===== config.mk =====
export PLATFORM = sky130hd
export DESIGN_NAME = uart_rx_fsm_flat
export DESIGN_NICKNAME = d
export VERILOG_FILES = /design/src/rtl/uart_rx_fsm_pkg.sv /design/src/rtl/uart_rx_fsm_if.sv /design/src/rtl/uart_rx_fsm.sv /design/src/flat_wrapper.sv
export SDC_FILE = /design/constraint.sdc
export NUM_CORES = 1
export LEC_CHECK = 0
export ABC_AREA = 1
export CAP_MARGIN = 20
export CORE_UTILIZATION = 41
export CTS_CLUSTER_DIAMETER = 80
export CTS_CLUSTER_SIZE = 24
export DETAILED_ROUTE_END_ITERATION = 12
export GPL_ROUTABILITY_DRIVEN = 0
export PLACE_DENSITY = 0.78
export SLEW_MARGIN = 20
export SYNTH_ARGS = -nofsm -noshare
export SYNTH_HDL_FRONTEND = slang
export SYNTH_SLANG_ARGS = --single-unit

===== constraint.sdc =====
create_clock -name clk -period 1.6 [get_ports clk]
set_input_delay 0.24 -clock clk [delete_from_list [all_inputs] [get_ports clk]]
set_output_delay 0.24 -clock clk [all_outputs]
set_load 0.05 [all_outputs]

===== src/rtl/uart_rx_fsm_pkg.sv =====
// Shared definitions for the UART receive frame-control FSM:
// state encoding, default widths, the MID sampling offset and a
// state decoder that folds unused encodings back onto IDLE.
package uart_rx_fsm_pkg;

    localparam int PRESCALE_WIDTH_DEF = 6;
    localparam int N_BITS_DEF         = 4;
    localparam int DATA_WIDTH_DEF     = 8;

    // The sampler result is stable this many ticks past mid-bit.
    localparam int MID_OFFSET = 2;

    typedef enum logic [2:0] {
        IDLE   = 3'd0,
        START  = 3'd1,
        DATA   = 3'd2,
        PARITY = 3'd3,
        STOP   = 3'd4
    } rx_state_t;

    // Any encoding outside IDLE..STOP behaves exactly like IDLE.
    function automatic rx_state_t decode_state(input rx_state_t raw);
        case (raw)
            START, DATA, PARITY, STOP: return raw;
            default:                   return IDLE;
        endcase
    endfunction

endpackage


===== src/rtl/uart_rx_fsm_if.sv =====
// Signal bundle between the frame FSM and its neighbours
// (edge/bit counter, sampler, deserializer and the three checkers).
// master = the FSM, slave = everything around it.
interface uart_rx_fsm_if
    import uart_rx_fsm_pkg::*;
#(
    parameter int PRESCALE_WIDTH = PRESCALE_WIDTH_DEF,
    parameter int N_BITS         = N_BITS_DEF
);

    // Line and configuration
    logic                      rx_in;
    logic [PRESCALE_WIDTH-1:0] prescale;
    logic                      par_en;

    // From the edge/bit counter and the checkers
    logic [PRESCALE_WIDTH-1:0] edge_cnt;
    logic [N_BITS-1:0]         bit_cnt;
    logic                      strt_glitch;
    logic                      par_err;
    logic                      stp_err;

    // FSM results
    logic                      cnt_enable;
    logic                      dat_samp_en;
    logic                      strt_chk_en;
    logic                      deser_en;
    logic                      par_chk_en;
    logic                      stp_chk_en;
    logic                      data_valid;
    logic                      frame_err;
    logic                      busy;

    modport master (
        input  rx_in, prescale, par_en, edge_cnt, bit_cnt,
               strt_glitch, par_err, stp_err,
        output cnt_enable, dat_samp_en, strt_chk_en, deser_en,
               par_chk_en, stp_chk_en, data_valid, frame_err, busy
    );

    modport slave (
        output rx_in, prescale, par_en, edge_cnt, bit_cnt,
               strt_glitch, par_err, stp_err,
        input  cnt_enable, dat_samp_en, strt_chk_en, deser_en,
               par_chk_en, stp_chk_en, data_valid, frame_err, busy
    );

endinterface


===== src/rtl/uart_rx_fsm.sv =====
// UART receiver frame-control FSM. Walks START/DATA/PARITY/STOP using
// the sibling edge/bit counter, fires one-cycle strobes at mid-bit to
// the sampler-side blocks and reports each frame with a registered
// one-cycle data_valid or frame_err in the first IDLE cycle.
module uart_rx_fsm
    import uart_rx_fsm_pkg::*;
#(
    parameter int PRESCALE_WIDTH = PRESCALE_WIDTH_DEF,
    parameter int N_BITS         = N_BITS_DEF,
    parameter int DATA_WIDTH     = DATA_WIDTH_DEF
) (
    input  logic          clk,
    input  logic          reset,
    uart_rx_fsm_if.master bus
);

    localparam int N_STROBES = 4;
    localparam rx_state_t STROBE_STATE [N_STROBES] = '{START, DATA, PARITY, STOP};

    rx_state_t                 state_reg;
    rx_state_t                 state_cur;
    logic                      par_en_q;
    logic                      data_valid_reg;
    logic                      frame_err_reg;

    logic [PRESCALE_WIDTH-1:0] end_tick;
    logic [PRESCALE_WIDTH-1:0] mid_tick;
    logic                      at_end;
    logic                      at_mid;
    logic                      last_data_bit;
    logic                      bit_overrun;
    logic [N_STROBES-1:0]      strobe_vec;

    // Bit-period timing points derived from the oversampling ratio.
    assign end_tick      = bus.prescale - PRESCALE_WIDTH'(1);
    assign mid_tick      = (bus.prescale >> 1) + PRESCALE_WIDTH'(MID_OFFSET);
    assign at_end        = (bus.edge_cnt == end_tick);
    assign at_mid        = (bus.edge_cnt == mid_tick);
    assign last_data_bit = (bus.bit_cnt == N_BITS'(DATA_WIDTH));
    assign bit_overrun   = (bus.bit_cnt >  N_BITS'(DATA_WIDTH));

    // Fold unused state encodings onto IDLE before anything looks at them.
    always_comb begin
        state_cur = decode_state(state_reg);
    end

    // Frame sequencing plus the registered end-of-frame result pulses.
    always_ff @(posedge clk or posedge reset) begin
        if (reset) begin
            state_reg      <= IDLE;
            par_en_q       <= 1'b0;
            data_valid_reg <= 1'b0;
            frame_err_reg  <= 1'b0;
        end else begin
            data_valid_reg <= 1'b0;
            frame_err_reg  <= 1'b0;
            case (state_cur)
                IDLE: begin
                    if (!bus.rx_in) begin
                        state_reg <= START;
                        par_en_q  <= bus.par_en;
                    end else begin
                        state_reg <= IDLE;
                    end
                end
                START: begin
                    if (at_end) begin
                        state_reg <= bus.strt_glitch ? IDLE : DATA;
                    end
                end
                DATA: begin
                    if (at_end) begin
                        if (bit_overrun) begin
                            // Counter out of step with the frame: abandon it.
                            state_reg     <= IDLE;
                            frame_err_reg <= 1'b1;
                        end else if (last_data_bit) begin
                            state_reg <= par_en_q ? PARITY : STOP;
                        end
                    end
                end
                PARITY: begin
                    if (at_end) begin
                        state_reg <= STOP;
                    end
                end
                STOP: begin
                    if (at_end) begin
                        state_reg <= IDLE;
                        if (bus.par_err || bus.stp_err) begin
                            frame_err_reg <= 1'b1;
                        end else begin
                            data_valid_reg <= 1'b1;
                        end
                    end
                end
                default: begin
                    state_reg <= IDLE;
                end
            endcase
        end
    end

    // One mid-bit strobe per bit-carrying state.
    genvar gi;
    generate
        for (gi = 0; gi < N_STROBES; gi++) begin : g_strobe
            assign strobe_vec[gi] = (state_cur == STROBE_STATE[gi]) && at_mid;
        end
    endgenerate

    assign bus.strt_chk_en = strobe_vec[0];
    assign bus.deser_en    = strobe_vec[1];
    assign bus.par_chk_en  = strobe_vec[2];
    assign bus.stp_chk_en  = strobe_vec[3];

    // Counter, sampler and busy all track "inside a frame".
    assign bus.busy        = (state_cur != IDLE);
    assign bus.cnt_enable  = bus.busy;
    assign bus.dat_samp_en = bus.busy;

    assign bus.data_valid  = data_valid_reg;
    assign bus.frame_err   = frame_err_reg;

endmodule


===== src/flat_wrapper.sv =====
// flat-port wrapper written by rule: the top's interface ports become plain ports
module uart_rx_fsm_flat import uart_rx_fsm_pkg::*;
#(
    parameter int PRESCALE_WIDTH = PRESCALE_WIDTH_DEF,
    parameter int N_BITS         = N_BITS_DEF,
    parameter int DATA_WIDTH     = DATA_WIDTH_DEF
)
  (clk, reset, bus_rx_in, bus_prescale, bus_par_en, bus_edge_cnt, bus_bit_cnt, bus_strt_glitch, bus_par_err, bus_stp_err, bus_cnt_enable, bus_dat_samp_en, bus_strt_chk_en, bus_deser_en, bus_par_chk_en, bus_stp_chk_en, bus_data_valid, bus_frame_err, bus_busy);
  uart_rx_fsm_if #(.PRESCALE_WIDTH(PRESCALE_WIDTH), .N_BITS(N_BITS)) bus_i ();
  input  logic clk;
  input  logic reset;
  input wire logic [$bits(bus_i.rx_in)-1:0] bus_rx_in;
  input wire logic [$bits(bus_i.prescale)-1:0] bus_prescale;
  input wire logic [$bits(bus_i.par_en)-1:0] bus_par_en;
  input wire logic [$bits(bus_i.edge_cnt)-1:0] bus_edge_cnt;
  input wire logic [$bits(bus_i.bit_cnt)-1:0] bus_bit_cnt;
  input wire logic [$bits(bus_i.strt_glitch)-1:0] bus_strt_glitch;
  input wire logic [$bits(bus_i.par_err)-1:0] bus_par_err;
  input wire logic [$bits(bus_i.stp_err)-1:0] bus_stp_err;
  output wire logic [$bits(bus_i.cnt_enable)-1:0] bus_cnt_enable;
  output wire logic [$bits(bus_i.dat_samp_en)-1:0] bus_dat_samp_en;
  output wire logic [$bits(bus_i.strt_chk_en)-1:0] bus_strt_chk_en;
  output wire logic [$bits(bus_i.deser_en)-1:0] bus_deser_en;
  output wire logic [$bits(bus_i.par_chk_en)-1:0] bus_par_chk_en;
  output wire logic [$bits(bus_i.stp_chk_en)-1:0] bus_stp_chk_en;
  output wire logic [$bits(bus_i.data_valid)-1:0] bus_data_valid;
  output wire logic [$bits(bus_i.frame_err)-1:0] bus_frame_err;
  output wire logic [$bits(bus_i.busy)-1:0] bus_busy;
  assign bus_i.rx_in = bus_rx_in;
  assign bus_i.prescale = bus_prescale;
  assign bus_i.par_en = bus_par_en;
  assign bus_i.edge_cnt = bus_edge_cnt;
  assign bus_i.bit_cnt = bus_bit_cnt;
  assign bus_i.strt_glitch = bus_strt_glitch;
  assign bus_i.par_err = bus_par_err;
  assign bus_i.stp_err = bus_stp_err;
  assign bus_cnt_enable = bus_i.cnt_enable;
  assign bus_dat_samp_en = bus_i.dat_samp_en;
  assign bus_strt_chk_en = bus_i.strt_chk_en;
  assign bus_deser_en = bus_i.deser_en;
  assign bus_par_chk_en = bus_i.par_chk_en;
  assign bus_stp_chk_en = bus_i.stp_chk_en;
  assign bus_data_valid = bus_i.data_valid;
  assign bus_frame_err = bus_i.frame_err;
  assign bus_busy = bus_i.busy;
  uart_rx_fsm #(.PRESCALE_WIDTH(PRESCALE_WIDTH), .N_BITS(N_BITS), .DATA_WIDTH(DATA_WIDTH)) u_core (.clk(clk), .reset(reset), .bus(bus_i));
endmodule

* Word-level counts from Yosys, hierarchy flattened
Index checks and enable logic that the tools add are counted.
** Storage, ports and cells
- Flip-flop bits (word level) :: 6
- Bits of input ports :: 23
- Output and inout port bits :: 9
- Logic and storage cells :: 53
** Cells by class
- Order comparisons :: 1
- Bitwise operators :: 1
- Reductions and logical operators :: 10
- Add/subtract/negate cells :: 2
- Eq/ne operators :: 16
- Multiplexer cells :: 19
** Operators with widths (count)
- $mux 3 :: 8
- $pmux 3 s5 :: 1
- $eq 3x2->1 const B :: 4
- $eq 6x6->1 :: 2
- $mux 1 :: 8
- $ne 2x1->1 const B :: 4
- $add 5x2->6 const B :: 1
- $eq 3x1->1 const B :: 2
- $eq 3x3->1 const B :: 2
- $sub 6x1->6 const B :: 1
- $reduce_and 5->1 :: 1
- $eq 4x4->1 const B :: 1
- $gt 4x4->1 const B :: 1
- $logic_and 1x1->1 :: 4
- $reduce_or 4->1 :: 1
- $logic_not 3->1 :: 1
- $ne 3x1->1 const B :: 1
- $reduce_bool 3->1 :: 1
- $mux 2 :: 1
- $pmux 1 s2 :: 1
- $reduce_and 2->1 :: 1
- $logic_or 1x1->1 :: 1
- $not 1->1 :: 1

* Depth between registers and ports, before layout
- Word-level depth :: 6
- Mapped depth :: 14
- Depth with buffers taken out :: 14

* Worst setup path after synthesis
No wires, ideal clock.
- Path kind :: input-to-output
- Start point :: input port bus_prescale[2]
- End point :: output port bus_deser_en
- Setup slack :: -0.227 ns
- Required time :: 1.360 ns
- Arrival time :: 1.587 ns
- Stages :: 5
- Path through :: ha_1 xnor2_1 xor2_1 nand4_1 nor2_1
** On the way
- Longest elaborated chain between the ends :: 3
** RTL lines
- start: declaration :: line flat_wrapper.sv:13 : input wire logic [$bits(bus_i.prescale)-1:0] bus_prescale;
- $add 5x2->6 :: line uart_rx_fsm.sv:36 : assign mid_tick = (bus.prescale >> 1) + PRESCALE_WIDTH'(MID_OFFSET);
- $eq 6x6->1 :: line uart_rx_fsm.sv:38 : assign at_mid = (bus.edge_cnt == mid_tick);
- $logic_and 1x1->1 :: line uart_rx_fsm.sv:108 : assign strobe_vec[gi] = (state_cur == STROBE_STATE[gi]) && at_mid;
- end: declaration :: line flat_wrapper.sv:23 : output wire logic [$bits(bus_i.deser_en)-1:0] bus_deser_en;
Every way passes these cells.

* Worst setup path in the final report
Ends and elaborated chain as after synthesis.

==> flow_metrics.tcl <==
set metrics [dict create \
    final.period_utilization_pct 105 \
    netlist_area_sq_um 733 \
    clockPowerShare_pct 10.2 \
    drtIter0Drc 46 \
    drc 0 \
    yosysSeqAreaShare_pct 20.5 \
    dieHeight_um 44.3 \
    rows 14 \
    cts_hold_buf 0 \
    syn_nets 146 \
    synth-seq-cells 6 \
    detail-route-antenna-nets 0 \
    antenna_found_initial 0 \
    switchingPower_uw 768 \
    grt_max_degree 7 \
    placed_area_sq_um 1240 \
    final-setup-viol-count 4 \
    status "finished with violations" \
    detail_route.first_pass.iterations 5 \
    hold_viol_final 0 \
    worst_slew_pin_slew_ps 308 \
    fmax_mhz 595 \
    dp_hpwl_um 1740 \
    ys_types 22 \
    pwr-share-comb_pct 74.6 \
    grt_usage_pct 29.2 \
    syn_to_final_growth_pct 91.1 \
    grt_overflow 0 \
    power_frac_seq_pct 15.2 \
    largest_register_ffs 3 \
    powerDensity_nw_per_um2 1110 \
    cp-end-kind "primary output" \
    fin_skew_ps 2.50 \
    diodes 0 \
    initial_core_util_pct 46.0 \
    sw_frac_of_total_pct 49.5 \
    critPathMaxFanout 6 \
    pre_cts_slack_ps -649 \
    start_kind "input pin" \
    dieWidth_um 44.3 \
    cp.arrival_ps 1440 \
    core_sq_um 1590 \
    syn_avg_cell_area_sq_um 6.16 \
    hold_path.class "input pin to asynchronous set/reset pin" \
    yosys_warnings 0 \
    utilization_pct 87.9 \
    drt_wl_total_um 2890 \
    clk_latency_ps 270 \
    layout-drive-gt1-share_pct 38.2 \
    slew_violations 0 \
    root_buffer "clkbuf_4" \
    fin_ws_ps -81.2 \
    power.internal_uw 785 \
    cts_num_sinks 6 \
    cts_buffers 3 \
    failed_checks "negative setup slack" \
    wl_per_cell_um 14.9 \
    syn_inst 119 \
    dieArea_sq_um 1960 \
    routed-via-count 1028 \
    crit_type "input pin to primary output" \
    ir_drop_mv 1.52 \
    io_buffer_count 31 \
    hold_ws_ps 221 \
    rsz0062_at_grt "yes" \
    cts.htree.levels 1 \
    cts_tree "yes" \
    slew_headroom_pct 79.3 \
    p_leak_nw 0.704 \
    clockBufferDepth 2 \
    vias_per_cell 5.30 \
    maxCapViolCount 0 \
    setup_tns_ps -275 \
    grt_pass1_wl_um 4040 \
    clk_pin_slew_ps 50 \
    required_ps 1360 \
    fin_nets 199 \
    ioPinCount 32 \
    grt_pass1_vias 984 \
    design_area_sq_um 1400 \
    min_period_ps 1680 \
]
==> placed cells by master, fill, tap and decap left out, types with 4 or more instances in the layout <==
cell type / n
xor2_1: 4
nand2_2: 5
nand2_1: 33
dlygate4sd2_1: 5
nor2_4: 5
dfrtp_1: 6
buf_12: 8
nor2_1: 7
inv_2: 5
buf_4: 20
inv_1: 15
nand3_1: 10
clkdlybuf4s50_1: 10
==> power groups by stage <==
stage          logic, mW  clock network [mW]  registers, mW
6_report            1.16               0.158          0.236
5_1_grt             1.21               0.163          0.237
4_1_cts             1.09               0.162          0.228
3_5_place_dp        1.05                   0          0.229
3_3_place_gp        1.04                   0          0.229
2_1_floorplan      0.630                   0          0.221
==> final cells by class <==
type | instances | area, sq um
clock buffer | 3 | 22.5
timing repair buffer | 50 | 507
inverter | 20 | 75.1
sequential | 6 | 150
fill | 88 | 193
multi-input combinational | 91 | 617
tap | 24 | 30.0
==> stage by stage <==
stage / instances / power [mW]
global placement: 186 / 1.26
CTS: 190 / 1.48
global route: 194 / 1.61
floorplan: 119 / 0.851
detailed placement: 186 / 1.28
finish: 194 / 1.55
==> metal layers <==
layer  global-route usage (%)  share of wire, %  vias to the layer above
li1                         -                 -                      472
met4                     21.8               4.5                        0
met2                     52.4                51                       74
met5                        0                 0                        -
met1                     28.9                36                      464
met3                     6.53               8.1                       18
==> worst max-delay path: stages <==
cell	delay [ps]
buf_12	110
ha_4	170
xnor2_2	140
xor2_1	200
nand4_1	130
buf_6	170
nor2_4	120
buf_12	140
==> path summary, 6_finish.rpt <==
check	start	to	slack (ps)	depth (start not counted)
worst min register to register	u_core.par_en_q	u_core.par_en_q	580	1
worst max-delay path	bus_prescale[2]	bus_deser_en	-80	8
worst min-delay path	reset	u_core.state_reg[1]	220	2
min in group clk	u_core.par_en_q	u_core.par_en_q	580	1
max in group asynchronous	reset	u_core.bus.frame_err	1170	2
worst max register to register	u_core.state_reg[1]	u_core.par_en_q	50	6
==> cell usage after synthesis (all sizes together) <==
| cell type | instances | area, sq um |
|---|---|---|
| xor2 | 4 | 35.0 |
| mux2 | 1 | 15.0 |
| nand3 | 13 | 70.1 |
| nor3 | 3 | 15.0 |
| buf | 2 | 15.0 |
| ha | 4 | 50.1 |
| xnor2 | 5 | 43.8 |
| o21ai | 1 | 5.00 |
| inv | 20 | 75.1 |
| nand2 | 38 | 153 |
| o211ai | 1 | 7.51 |
| or2 | 1 | 6.26 |
| dfrtp | 6 | 150 |
| o31ai | 1 | 7.51 |
| nand4 | 2 | 12.5 |
| a21boi | 1 | 7.51 |
| a21oi | 2 | 10.0 |
| nor2 | 14 | 55.1 |
==> what timing repair did <==
| action | in CTS | in global routing |
|---|---|---|
| pin swaps | 13 | 8 |
| endpoints found under the setup margin | 12 | 12 |
| setup buffers | 1 | 5 |
| endpoints found under the hold margin | 0 | 0 |
| gates resized for setup | 49 | 12 |
==> logic make-up after synthesis <==
group / count (synthesis) / share of synthesized area [%]
simple gates: 71 / 42.5
buf+inv: 22 / 12.3
xor+xnor: 9 / 10.8
compound gates: 6 / 5.12
flops: 6 / 20.5
fa+ha+maj: 4 / 6.83
mux: 1 / 2.05
(Power assumes the default switching activity.)
